File: config.mk
export PLATFORM = sky130hd
export DESIGN_NAME = ptw_arbiter
export DESIGN_NICKNAME = d
export VERILOG_FILES = /design/src/rtl/ptw_arbiter.sv
export SDC_FILE = /design/constraint.sdc
export NUM_CORES = 1
export LEC_CHECK = 0
export ABC_AREA = 1
export CAP_MARGIN = 10
export CORE_AREA = 2 2 92 94
export CTS_BUF_LIST = sky130_fd_sc_hd__clkbuf_8
export CTS_CLUSTER_SIZE = 40
export DETAILED_ROUTE_END_ITERATION = 10
export DIE_AREA = 0 0 94 96
export PLACE_DENSITY = 0.82
export SLEW_MARGIN = 10
export SYNTH_ARGS = -nofsm -noshare
export SYNTH_HDL_FRONTEND = slang
export SYNTH_SLANG_ARGS = --single-unit
export TNS_END_PERCENT = 5
File: constraint.sdc
create_clock -name clk -period 1.9 [get_ports clk]
set_clock_uncertainty 0.05 [all_clocks]
set_input_delay 0.285 -clock clk [delete_from_list [all_inputs] [get_ports clk]]
set_output_delay 0.285 -clock clk [all_outputs]
set_load 0.01 [all_outputs]
File: src/rtl/ptw_arbiter.sv
// Round-robin arbiter sharing one page-table walker between the imem and dmem TLBs.
// One walk is outstanding at a time. A hung walk ends with an error response after TIMEOUT WAIT cycles.
//
// state  | meaning
// IDLE   | waiting for a TLB miss; grant and latch the owner's VPN
// REQ    | presenting the latched VPN to the PTW until it is accepted
// WAIT   | walk in flight; count cycles until a response or a timeout
// RESP   | one-cycle response pulse to the owner
module ptw_arbiter #(
  parameter int VPN_W   = 20,
  parameter int PPN_W   = 32,
  parameter int TIMEOUT = 64
) (
  input  logic             clk,
  input  logic             reset_n,
  input  logic             io_imem_req_valid,
  output logic             io_imem_req_ready,
  input  logic [VPN_W-1:0] io_imem_req_bits_vpn,
  output logic             io_imem_resp_valid,
  output logic             io_imem_resp_bits_error,
  output logic [PPN_W-1:0] io_imem_resp_bits_ppn,
  input  logic             io_dmem_req_valid,
  output logic             io_dmem_req_ready,
  input  logic [VPN_W-1:0] io_dmem_req_bits_vpn,
  output logic             io_dmem_resp_valid,
  output logic             io_dmem_resp_bits_error,
  output logic [PPN_W-1:0] io_dmem_resp_bits_ppn,
  output logic             io_ptw_req_valid,
  input  logic             io_ptw_req_ready,
  output logic [VPN_W-1:0] io_ptw_req_bits_vpn,
  input  logic             io_ptw_resp_valid,
  input  logic             io_ptw_resp_bits_error,
  input  logic [PPN_W-1:0] io_ptw_resp_bits_ppn,
  output logic             io_busy
);

  localparam logic [1:0] S_IDLE = 2'd0;
  localparam logic [1:0] S_REQ  = 2'd1;
  localparam logic [1:0] S_WAIT = 2'd2;
  localparam logic [1:0] S_RESP = 2'd3;

  localparam int               CNT_W    = (TIMEOUT > 2) ? $clog2(TIMEOUT) : 1;
  localparam logic [CNT_W-1:0] CNT_LAST = CNT_W'((TIMEOUT > 0) ? TIMEOUT - 1 : 0);

  logic [1:0]       state;
  logic             rr_ptr;   // 0: imem has priority, 1: dmem has priority
  logic             owner;    // 0: imem, 1: dmem
  logic [VPN_W-1:0] vpn_q;
  logic             err_q;
  logic [PPN_W-1:0] ppn_q;
  logic [CNT_W-1:0] cnt;

  logic gnt_imem;
  logic gnt_dmem;
  logic timeout_hit;

  assign gnt_imem = (state == S_IDLE) && io_imem_req_valid && (!io_dmem_req_valid || !rr_ptr);
  assign gnt_dmem = (state == S_IDLE) && io_dmem_req_valid && (!io_imem_req_valid || rr_ptr);
  assign timeout_hit = (TIMEOUT != 0) && (cnt == CNT_LAST);

  always_ff @(posedge clk or negedge reset_n) begin
    if (!reset_n) begin
      state  <= S_IDLE;
      rr_ptr <= 1'b0;
      owner  <= 1'b0;
      vpn_q  <= '0;
      err_q  <= 1'b0;
      ppn_q  <= '0;
      cnt    <= '0;
    end else begin
      case (state)
        S_IDLE: begin
          if (gnt_imem || gnt_dmem) begin
            owner  <= gnt_dmem;
            vpn_q  <= gnt_dmem ? io_dmem_req_bits_vpn : io_imem_req_bits_vpn;
            rr_ptr <= !gnt_dmem;
            state  <= S_REQ;
          end
        end
        S_REQ: begin
          if (io_ptw_req_ready) state <= S_WAIT;
        end
        S_WAIT: begin
          cnt <= cnt + 1'b1;
          // A real response takes precedence over a coincident timeout.
          if (io_ptw_resp_valid) begin
            err_q <= io_ptw_resp_bits_error;
            ppn_q <= io_ptw_resp_bits_ppn;
            state <= S_RESP;
          end else if (timeout_hit) begin
            err_q <= 1'b1;
            ppn_q <= '0;
            state <= S_RESP;
          end
        end
        S_RESP: begin
          cnt   <= '0;
          state <= S_IDLE;
        end
        default: state <= S_IDLE;
      endcase
    end
  end

  assign io_imem_req_ready = gnt_imem;
  assign io_dmem_req_ready = gnt_dmem;

  assign io_ptw_req_valid    = (state == S_REQ);
  assign io_ptw_req_bits_vpn = vpn_q;

  assign io_imem_resp_valid      = (state == S_RESP) && !owner;
  assign io_dmem_resp_valid      = (state == S_RESP) && owner;
  assign io_imem_resp_bits_error = io_imem_resp_valid && err_q;
  assign io_dmem_resp_bits_error = io_dmem_resp_valid && err_q;
  assign io_imem_resp_bits_ppn   = io_imem_resp_valid ? ppn_q : '0;
  assign io_dmem_resp_bits_ppn   = io_dmem_resp_valid ? ppn_q : '0;

  assign io_busy = (state != S_IDLE);

endmodule

== After elaboration in Yosys (flattened, before gate mapping) ==
Index checks and enable logic that the tools add are counted.
Cells by class
  shift operators: 0
  $add $sub $neg: 1
  magnitude comparators: 0
  muxes and demuxes: 13
  div/mod/pow operators: 0
  multiply operators: 0
  reductions and logical operators: 23
  bitwise logic cells: 0
  equal/unequal tests: 7
Operator list (number)
  $mux 32: 4
  $mux 20: 1
  $pmux 6 s2: 1
  $logic_and 1x1->1: 8
  $mux 2: 4
  $pmux 2 s4: 1
  $add 6x1->6 const B: 1
  $eq 6x6->1 const B: 1
  $reduce_bool 2->1: 3
  $logic_not 1->1: 5
  $eq 2x2->1 const B: 2
  $ne 2x1->1 const B: 2
  $reduce_and 2->1: 2
  $logic_or 1x1->1: 3
  $ne 3x3->1 const B: 1
  $reduce_and 3->1: 1
  $eq 2x1->1 const B: 1
  $logic_not 2->1: 1
  $mux 1: 2
Storage, ports and cells
  latch bits: 0
  logic and storage cells: 51
  bits in read-only memories: 0
  RAM bits: 0
  memories: 0
  output and inout port bits: 92
  register bits after elaboration: 63

== Longest topological paths before layout ==
Gate-level depths: netlist (run 1).
  depth after elaboration: 6
  depth in mapped cells: 9
  mapped depth without buffers: 8

== Worst setup path before layout (run 1) ==
OpenSTA, ideal clock, no wires.
  kind: reg-to-output
  start: register state[0]
  end: output port io_imem_resp_bits_ppn[10]
  arrival time: 1.276 ns
  data required time: 1.565 ns
  slack: 0.289 ns
  cell stages (with the launch flop): 7
  path through: dfrtp_1 -> ha_1 -> inv_2 -> nor2_1 -> inv_2 -> buf_2 -> nor2_1
Between the ends
  word-level cells in the longest chain between the ends: 3
Ends and longest elaborated chain
  start: declaration: RTL line 45  | logic [1:0] state;
  start signal: assignment: RTL line 63  | state <= S_IDLE;
  start signal: assignment: RTL line 77  | state <= S_REQ;
  start signal: assignment: RTL line 81  | if (io_ptw_req_ready) state <= S_WAIT;
  $eq 2x2->1: RTL line 111  | assign io_imem_resp_valid = (state == S_RESP) && !owner;
  $logic_and 1x1->1: RTL line 111
  via io_imem_resp_valid: RTL line 19  | output logic io_imem_resp_valid,
  $mux 32: RTL line 115  | assign io_imem_resp_bits_ppn = io_imem_resp_valid ? ppn_q : '0;
  end: declaration: RTL line 21  | output logic [PPN_W-1:0] io_imem_resp_bits_ppn,
The timed path passes the listed nets, and every way through them passes these cells.

== Worst setup path in the final report (run 1) ==
  start: register state[1]
  end: output port io_dmem_resp_bits_error
Between the ends
  word-level cells in the longest chain between the ends: 3
Ends and longest elaborated chain
  $eq 2x2->1: RTL line 112  | assign io_dmem_resp_valid = (state == S_RESP) && owner;
  $logic_and 1x1->1: RTL line 112
  $logic_and 1x1->1: RTL line 114  | assign io_dmem_resp_bits_error = io_dmem_resp_valid && err_q;
  end: declaration: RTL line 26  | output logic io_dmem_resp_bits_error,
No other way between the ends.

==> reports/metrics.csv, run 1 <==
stage;metric;value;unit
status;status;finished, final reports clean;
worst_setup_path;critical path depth;5;
clock_tree;insertion delay to the later sink of the worst-skew pair;0.33;ns
pwr;Sw Share;0.398;
pwr;total power;6940;uW
global_routing;GRT Util Overall;0.221;
layout;area grow syn2layout;61.7;%
flow_run;total of max-cap violations;0;
sta;fmax;543;MHz
clock_tree;clk buf depth;2;
sta;Fin. Hold Viols;0;
pwr;P_sw;2760;uW
route;drt initial violations;102;
yosys;cell count after synthesis;440;
worst_setup_path;CP max-delay cell;dfrtp_1;
min_path;hold path depth;2;
global_routing;initial antenna violation count;0;
clock_tree;Num CTS Buffers;9;
placed_design;Placement Setup Slack;-0.127;ns
yosys;Yosys cell types;22;
floorplanning;Die Y;96;microns
route;DR pass1 iterations;4;
placed_design;port bufs;170;
worst_setup_path;Crit path buffers/inverters;2;
yosys;Seq cells post-synth;63;
pwr;combinational power share;0.493;
floorplanning;initial core utilization;0.398;
yosys;register area share after synthesis;0.491;
route;vias per cell;4.74;
sta;post-route clock period utilization;0.970;
sta;fin crit period;1.84;ns
layout;share of layout cells above drive strength 1;0.166;
clock_tree;CTS Sinks;63;
sta;hold_ws;0.425;ns
worst_setup_path;data arrival time of the critical path;1.51;ns
pwr;sequential share of power;0.331;
route;antenna-violating nets left;0;
route;Routed WL;9980;microns
placed_design;RD Place Congestion;0.733;
layout;fillcell total;704;
clock_tree;TritonCTS clock tree;built;
min_path;class of the worst hold path;reg -> reg;
route;Remaining DRCs;0;
placed_design;DP Wirelength;7340;microns
pwr;Pint;4180;uW
worst_setup_path;Reg2Reg Depth;9;
layout;NumNets Final;707;
layout;diodes inserted;0;
global_routing;vias in the first global route;3469;
pwr;worst vdd ir;0.685;mV
route;total vias in the final route;3470;
floorplanning;# IOs;171;
global_routing;largest net degree at the start of global routing;64;
yosys;Post-Syn Area;3210;sq um
worst_setup_path;CP Class;reg -> out;
worst_setup_path;Top delay family on crit path;buffers and inverters;
pwr;power per standard cell area;1340;nW/um^2
yosys;Avg Cell Area, Syn;7.29;sq um
worst_setup_path;Cell Chain, Critical Path;ha_4 > nand2_4 > buf_12 > nor2_1 > dlygate4sd2_1;
floorplanning;Die Area;9020;sq um
clock_tree;Clk pin slew, worst setup/hold paths;0.07;ns
clock_tree;CTS Root Cell;clkbuf_8;
sta;count of pins over their slew limit;0;
sta;Setup WS post-layout;0.0574;ns
worst_setup_path;worst reg-to-reg setup slack;0.17;ns
global_routing;first-pass GRT wire length;15600;microns
sta;worst slew pin tran;0.342;ns
pwr;Leak;0.00278;uW
sta;RSZ-0062 raised after global routing;yes;
sta;Slew headroom;0.772;
yosys;Yosys warning count;0;
worst_setup_path;WP data required;1.56;ns
sta;final setup fails;0;
global_routing;aggregate global routing overflow;0;
yosys;Syn Nets;525;
worst_setup_path;Worst setup SP type;flip-flop;
floorplanning;row count;33;
floorplanning;Die Width;94;microns
worst_setup_path;slowest stage delay, CP;0.39;ns
route;Wirelength per Cell;13.6;microns
floorplanning;CORE AREA;8050;sq um
clock_tree;H-tree levels;3;
worst_setup_path;CP max FO;22;
worst_setup_path;crit end category;output port;
pwr;Clock power frac;0.176;
## per-layer routing
| layer | part of all wire | track usage | vias to the layer above | routed length, microns |
|---|---|---|---|---|
| met5 | 0 | 0 | - | 0 |
| met4 | 0.016 | 0.0833 | 0 | 157 |
| met3 | 0.10 | 0.0713 | 14 | 1000 |
| met2 | 0.49 | 0.399 | 150 | 4940 |
| met1 | 0.39 | 0.242 | 1617 | 3880 |
| li1 | - | - | 1689 | - |
## final timing paths
path	start	to
max	state[1]	io_dmem_resp_bits_error
max in group asynchronous	reset_n	io_ptw_req_bits_vpn[10]
max reg2reg	state[0]	io_ptw_req_bits_vpn[6]
min reg2reg	ppn_q[3]	ppn_q[3]
min in group asynchronous	reset_n	state[0]
min	ppn_q[3]	ppn_q[3]
## flip-flops by register name, indices dropped and copies added (netlist names)
register / flops
rr_ptr: 1
err_q: 1
cnt: 6
state: 2
io_ptw_req_bits_vpn: 20
owner: 1
ppn_q: 32
## power groups by stage
stage	Clock [uW]	Combinational, uW	Sequential (uW)
2_1_floorplan	0	1750	2310
6_report	1220	3420	2290
3_3_place_gp	0	3350	2270
4_1_cts	1240	3420	2290
5_1_grt	1300	3840	2360
3_5_place_dp	0	3460	2300
## cells by family (layout without fill, tap and decap cells)
| kind of cell | Yosys count | in the layout | synth area share |
|---|---|---|---|
| AO/OA/AOI/OAI | 13 | 13 | 0.0222 |
| adder cells (fa/ha/maj) | 6 | 6 | 0.0234 |
| buffers and inverters | 76 | 263 | 0.106 |
| flip-flops | 63 | 63 | 0.491 |
| AND/OR/NAND/NOR | 282 | 282 | 0.357 |
## timing repair
| item | in CTS | in global routing |
|---|---|---|
| gates cloned | 0 | 1 |
| pin swaps | 1 | 2 |
| endpoints found under the hold margin | 63 | 0 |
| endpoints found under the setup margin | 72 | 84 |
| hold buffers | 1 | 0 |
| gates resized for setup | 161 | 57 |
| setup buffers | 2 | 0 |
## cell usage after synthesis (all sizes together)
cell / number / area [sq um]
clkbuf: 5 / 18.8
nand3: 55 / 275
a21oi: 5 / 28.8
or2: 1 / 6.26
nand3b: 1 / 7.51
a31oi: 1 / 6.26
inv: 53 / 199
dfrtp: 63 / 1580
o22ai: 1 / 6.26
buf: 18 / 121
o21ai: 6 / 30.0
nand2: 148 / 566
nor2: 77 / 292
ha: 6 / 75.1
## layout make-up
class | count | area, sq um | share of cell area
repair buffers | 193 | 1700 | 0.328
flip-flops and latches | 63 | 1580 | 0.304
multi-input cells | 301 | 1360 | 0.261
inverters | 53 | 208 | 0.0400
clock buffers | 12 | 165 | 0.0318
well taps | 105 | 131 | 0.0253
clock inverters | 4 | 43.8 | 0.00844
repair inverters | 1 | 7.51 | 0.00145
## cells in the final DEF (no fill, tap or decap), drive strengths merged
cell type	synthesis	routed
or2	1	1
inv	53	53
o21ai	6	6
clkdlybuf4s15	0	4
ha	6	6
clkinvlp	0	2
dfrtp	63	63
dlygate4sd2	0	25
buf	18	58
nand2	148	148
clkbuf	5	20
dlygate4sd3	0	1
bufinv	0	1
nand3b	1	1
a31oi	1	1
a21oi	5	5
nor2	77	77
nand3	55	55
clkinv	0	2
o22ai	1	1
clkdlybuf4s50	0	97
## per-stage QoR
stage	utilization	TNS (ns)	area, sq um	instances
global route	0.644	-0.0479	5190	732
detailed placement	0.634	-3.43	5110	712
global placement	0.634	-1.95	5110	712
floorplan	-	0	3210	440
CTS	0.658	-0.361	5300	731
finish	0.644	0	5190	732
## worst min-delay path, cell delays in order, from the launching register on
cell     delay [ns]
dfrtp_1        0.34
nand2_1        0.05
nand2_1        0.05
Power figures use the tool's default switching activity.
==> inputs of run 2 (changes only) <==
==> constraint.sdc (replaced) <==
create_clock -name clk -period 2 [get_ports clk]
set_clock_uncertainty 0.05 [all_clocks]
set_input_delay 0.3 -clock clk [delete_from_list [all_inputs] [get_ports clk]]
set_output_delay 0.3 -clock clk [all_outputs]
set_load 0.01 [all_outputs]
==> run 2 against run 1 <==
  * Clock power decreased by 12%
  * Cell area increased by 0.24%
  * Count of clock-buffer cells in the layout shrank 2
  * Routed wire length shrank 3.5%
  * Critical path depth grew 2
  * Sequential share of layout area down 0.073 points
  * Utilization rose by 0.16 points
==> reports/metrics.csv, run 2 (same netlist as run 1, synthesis figures left out) <==
stage;metric;value;unit;change
sta;fin crit period;1.98;ns;
layout;area grow syn2layout;62.1;%;was 61.7%
floorplanning;Die Y;96;microns;unchanged
floorplanning;CORE AREA;8050;sq um;unchanged
flow_run;total of max-cap violations;0;;unchanged
clock_tree;CTS Sinks;63;;unchanged
sta;count of pins over their slew limit;0;;unchanged
placed_design;RD Place Congestion;0.757;;was 0.733
route;Remaining DRCs;0;;unchanged
route;antenna-violating nets left;0;;unchanged
pwr;worst vdd ir;0.621;mV;was 0.685 mV
route;DR top layer;met4;;unchanged
pwr;Leak;0.00288;uW;was 0.00278 uW
layout;max reg flops;32;;unchanged
sta;worst slew pin tran;0.594;ns;was 0.342 ns
sta;Fin. Hold Viols;0;;unchanged
layout;NumNets Final;704;;was 707
worst_setup_path;data arrival time of the critical path;1.63;ns;was 1.51 ns
placed_design;placed cell area;5100;sq um;was 5110 sq um
clock_tree;H-tree levels;3;;unchanged
clock_tree;Num CTS Buffers;9;;unchanged
layout;most frequent cells in the layout;nand2_1, clkdlybuf4s50_1, nor2_1;;unchanged
layout;fillcell total;710;;was 704
worst_setup_path;crit end category;output port;;unchanged
worst_setup_path;CP max FO;21;;was 22
layout;commonest non-fill, non-tap cell in the layout;nand2_1;;unchanged
layout;diodes inserted;0;;unchanged
global_routing;first-pass GRT wire length;15400;microns;was 15,600 microns
min_path;class of the worst hold path;reg -> reg;;unchanged
layout;Layout Utilization;0.646;;was 0.644
global_routing;vias in the first global route;3332;;was 3,469
layout;area of the multi-input gates;1330;sq um;was 1360 sq um
floorplanning;Die Width;94;microns;unchanged
route;total vias in the final route;3471;;was 3,470
placed_design;DP Wirelength;7310;microns;was 7340 microns
worst_setup_path;Worst setup SP type;flip-flop;;unchanged
floorplanning;row count;33;;unchanged
global_routing;GRT Util Overall;0.219;;was 0.221
clock_tree;clk buf depth;2;;unchanged
layout;Top reg by flops;ppn_q;;unchanged
sta;RSZ-0062 raised after global routing;yes;;unchanged
floorplanning;# IOs;171;;unchanged
route;Wirelength per Cell;13.2;microns;was 13.6 microns
route;met1 WL;3910;microns;was 3880 microns
route;DR pass1 iterations;4;;unchanged
clock_tree;CTS Root Cell;clkbuf_8;;unchanged
worst_setup_path;CP Class;reg -> out;;unchanged
layout;design area;5200;sq um;was 5190 sq um
floorplanning;Die Area;9020;sq um;unchanged
clock_tree;insertion delay to the later sink of the worst-skew pair;0.33;ns;about the same
global_routing;aggregate global routing overflow;0;;unchanged
worst_setup_path;WP data required;1.65;ns;was 1.56 ns
sta;post-route clock period utilization;0.990;;
route;Routed WL;9640;microns;was 9980 microns
layout;share of layout cells above drive strength 1;0.122;;was 0.166
global_routing;initial antenna violation count;0;;unchanged
placed_design;port bufs;170;;unchanged
sta;hold_ws;0.420;ns;was 0.425 ns
sta;fmax;505;MHz;
clock_tree;TritonCTS clock tree;built;;unchanged
route;drt initial violations;124;;was 102
floorplanning;initial core utilization;0.398;;unchanged
sta;final setup fails;0;;unchanged
clock_tree;Clk pin slew, worst setup/hold paths;0.07;ns;about the same
pwr;total power;6380;uW;was 6940 uW
sta;Sum Neg Setup Slack;0;ns;unchanged
global_routing;largest net degree at the start of global routing;34;;was 64
sta;Slew headroom;0.604;;was 0.772
layout;sequential cell area;1580;sq um;unchanged
route;vias per cell;4.76;;was 4.74
status;status;finished, final reports clean;;unchanged
pwr;power per standard cell area;1230;nW/um^2;was 1340 nW/um^2
route;metal3 WL;953;microns;was 1000 microns
route;WL met2;4600;microns;was 4940 microns
[run 2: power breakdown]
group / internal (uW) / switching [uW] / total, uW
clock network: 594 / 471 / 1070
registers: 1840 / 334 / 2180
logic: 1420 / 1720 / 3140
total: 3850 / 2530 / 6380
[run 2: path summary, 6_finish.rpt]
kind                                start                         to  slack, ns  cells past startpoint
worst max register to register   state[0]                      err_q       0.14                      8
max in group asynchronous         reset_n                   ppn_q[6]       0.91                      3
worst min register to register  ppn_q[13]                  ppn_q[13]       0.42                      2
worst min-delay path            ppn_q[13]                  ppn_q[13]       0.42                      2
worst max-delay path             state[0]  io_imem_resp_bits_ppn[17]       0.02                      7
min in group asynchronous         reset_n                  ppn_q[17]       0.43                      2
[run 2: final cells by class]
class	count	share of cell area
Timing Repair Buffer	191	0.342
Sequential cell	63	0.303
Multi-Input combinational cell	301	0.255
Inverter	53	0.0382
Clock buffer	10	0.0265
Tap cell	105	0.0253
Clock inverter	6	0.0101
[run 2: routing by layer]
layer	vias up	global-route usage
met5	-	0
met4	0	0.0785
met3	15	0.0658
met2	165	0.376
met1	1599	0.263
li1	1692	-
[run 2: worst max-delay path: stages, from the launching register on]
cell	delay [ns]
dfrtp_1	0.40
ha_4	0.16
inv_2	0.04
nor2_2	0.11
inv_2	0.08
buf_12	0.15
nor2_1	0.08
dlygate4sd2_1	0.27
[run 2: stage by stage]
| step | worst slack, ns | cells |
|---|---|---|
| floorplan | 0.374 | 440 |
| global placement | 0.0106 | 711 |
| detailed placement | -0.0205 | 711 |
| CTS | -0.179 | 729 |
| global route | -0.0831 | 729 |
| finish | 0.0201 | 729 |
[run 2: repair_timing]
| action | 4_1_cts | 5_1_grt |
|---|---|---|
| gates resized for setup | 91 | 45 |
| buffers inserted | 1 | 0 |
| hold buffers | 1 | 0 |
| hold endpoints to repair | 19 | 0 |
| setup endpoints to repair | 72 | 45 |
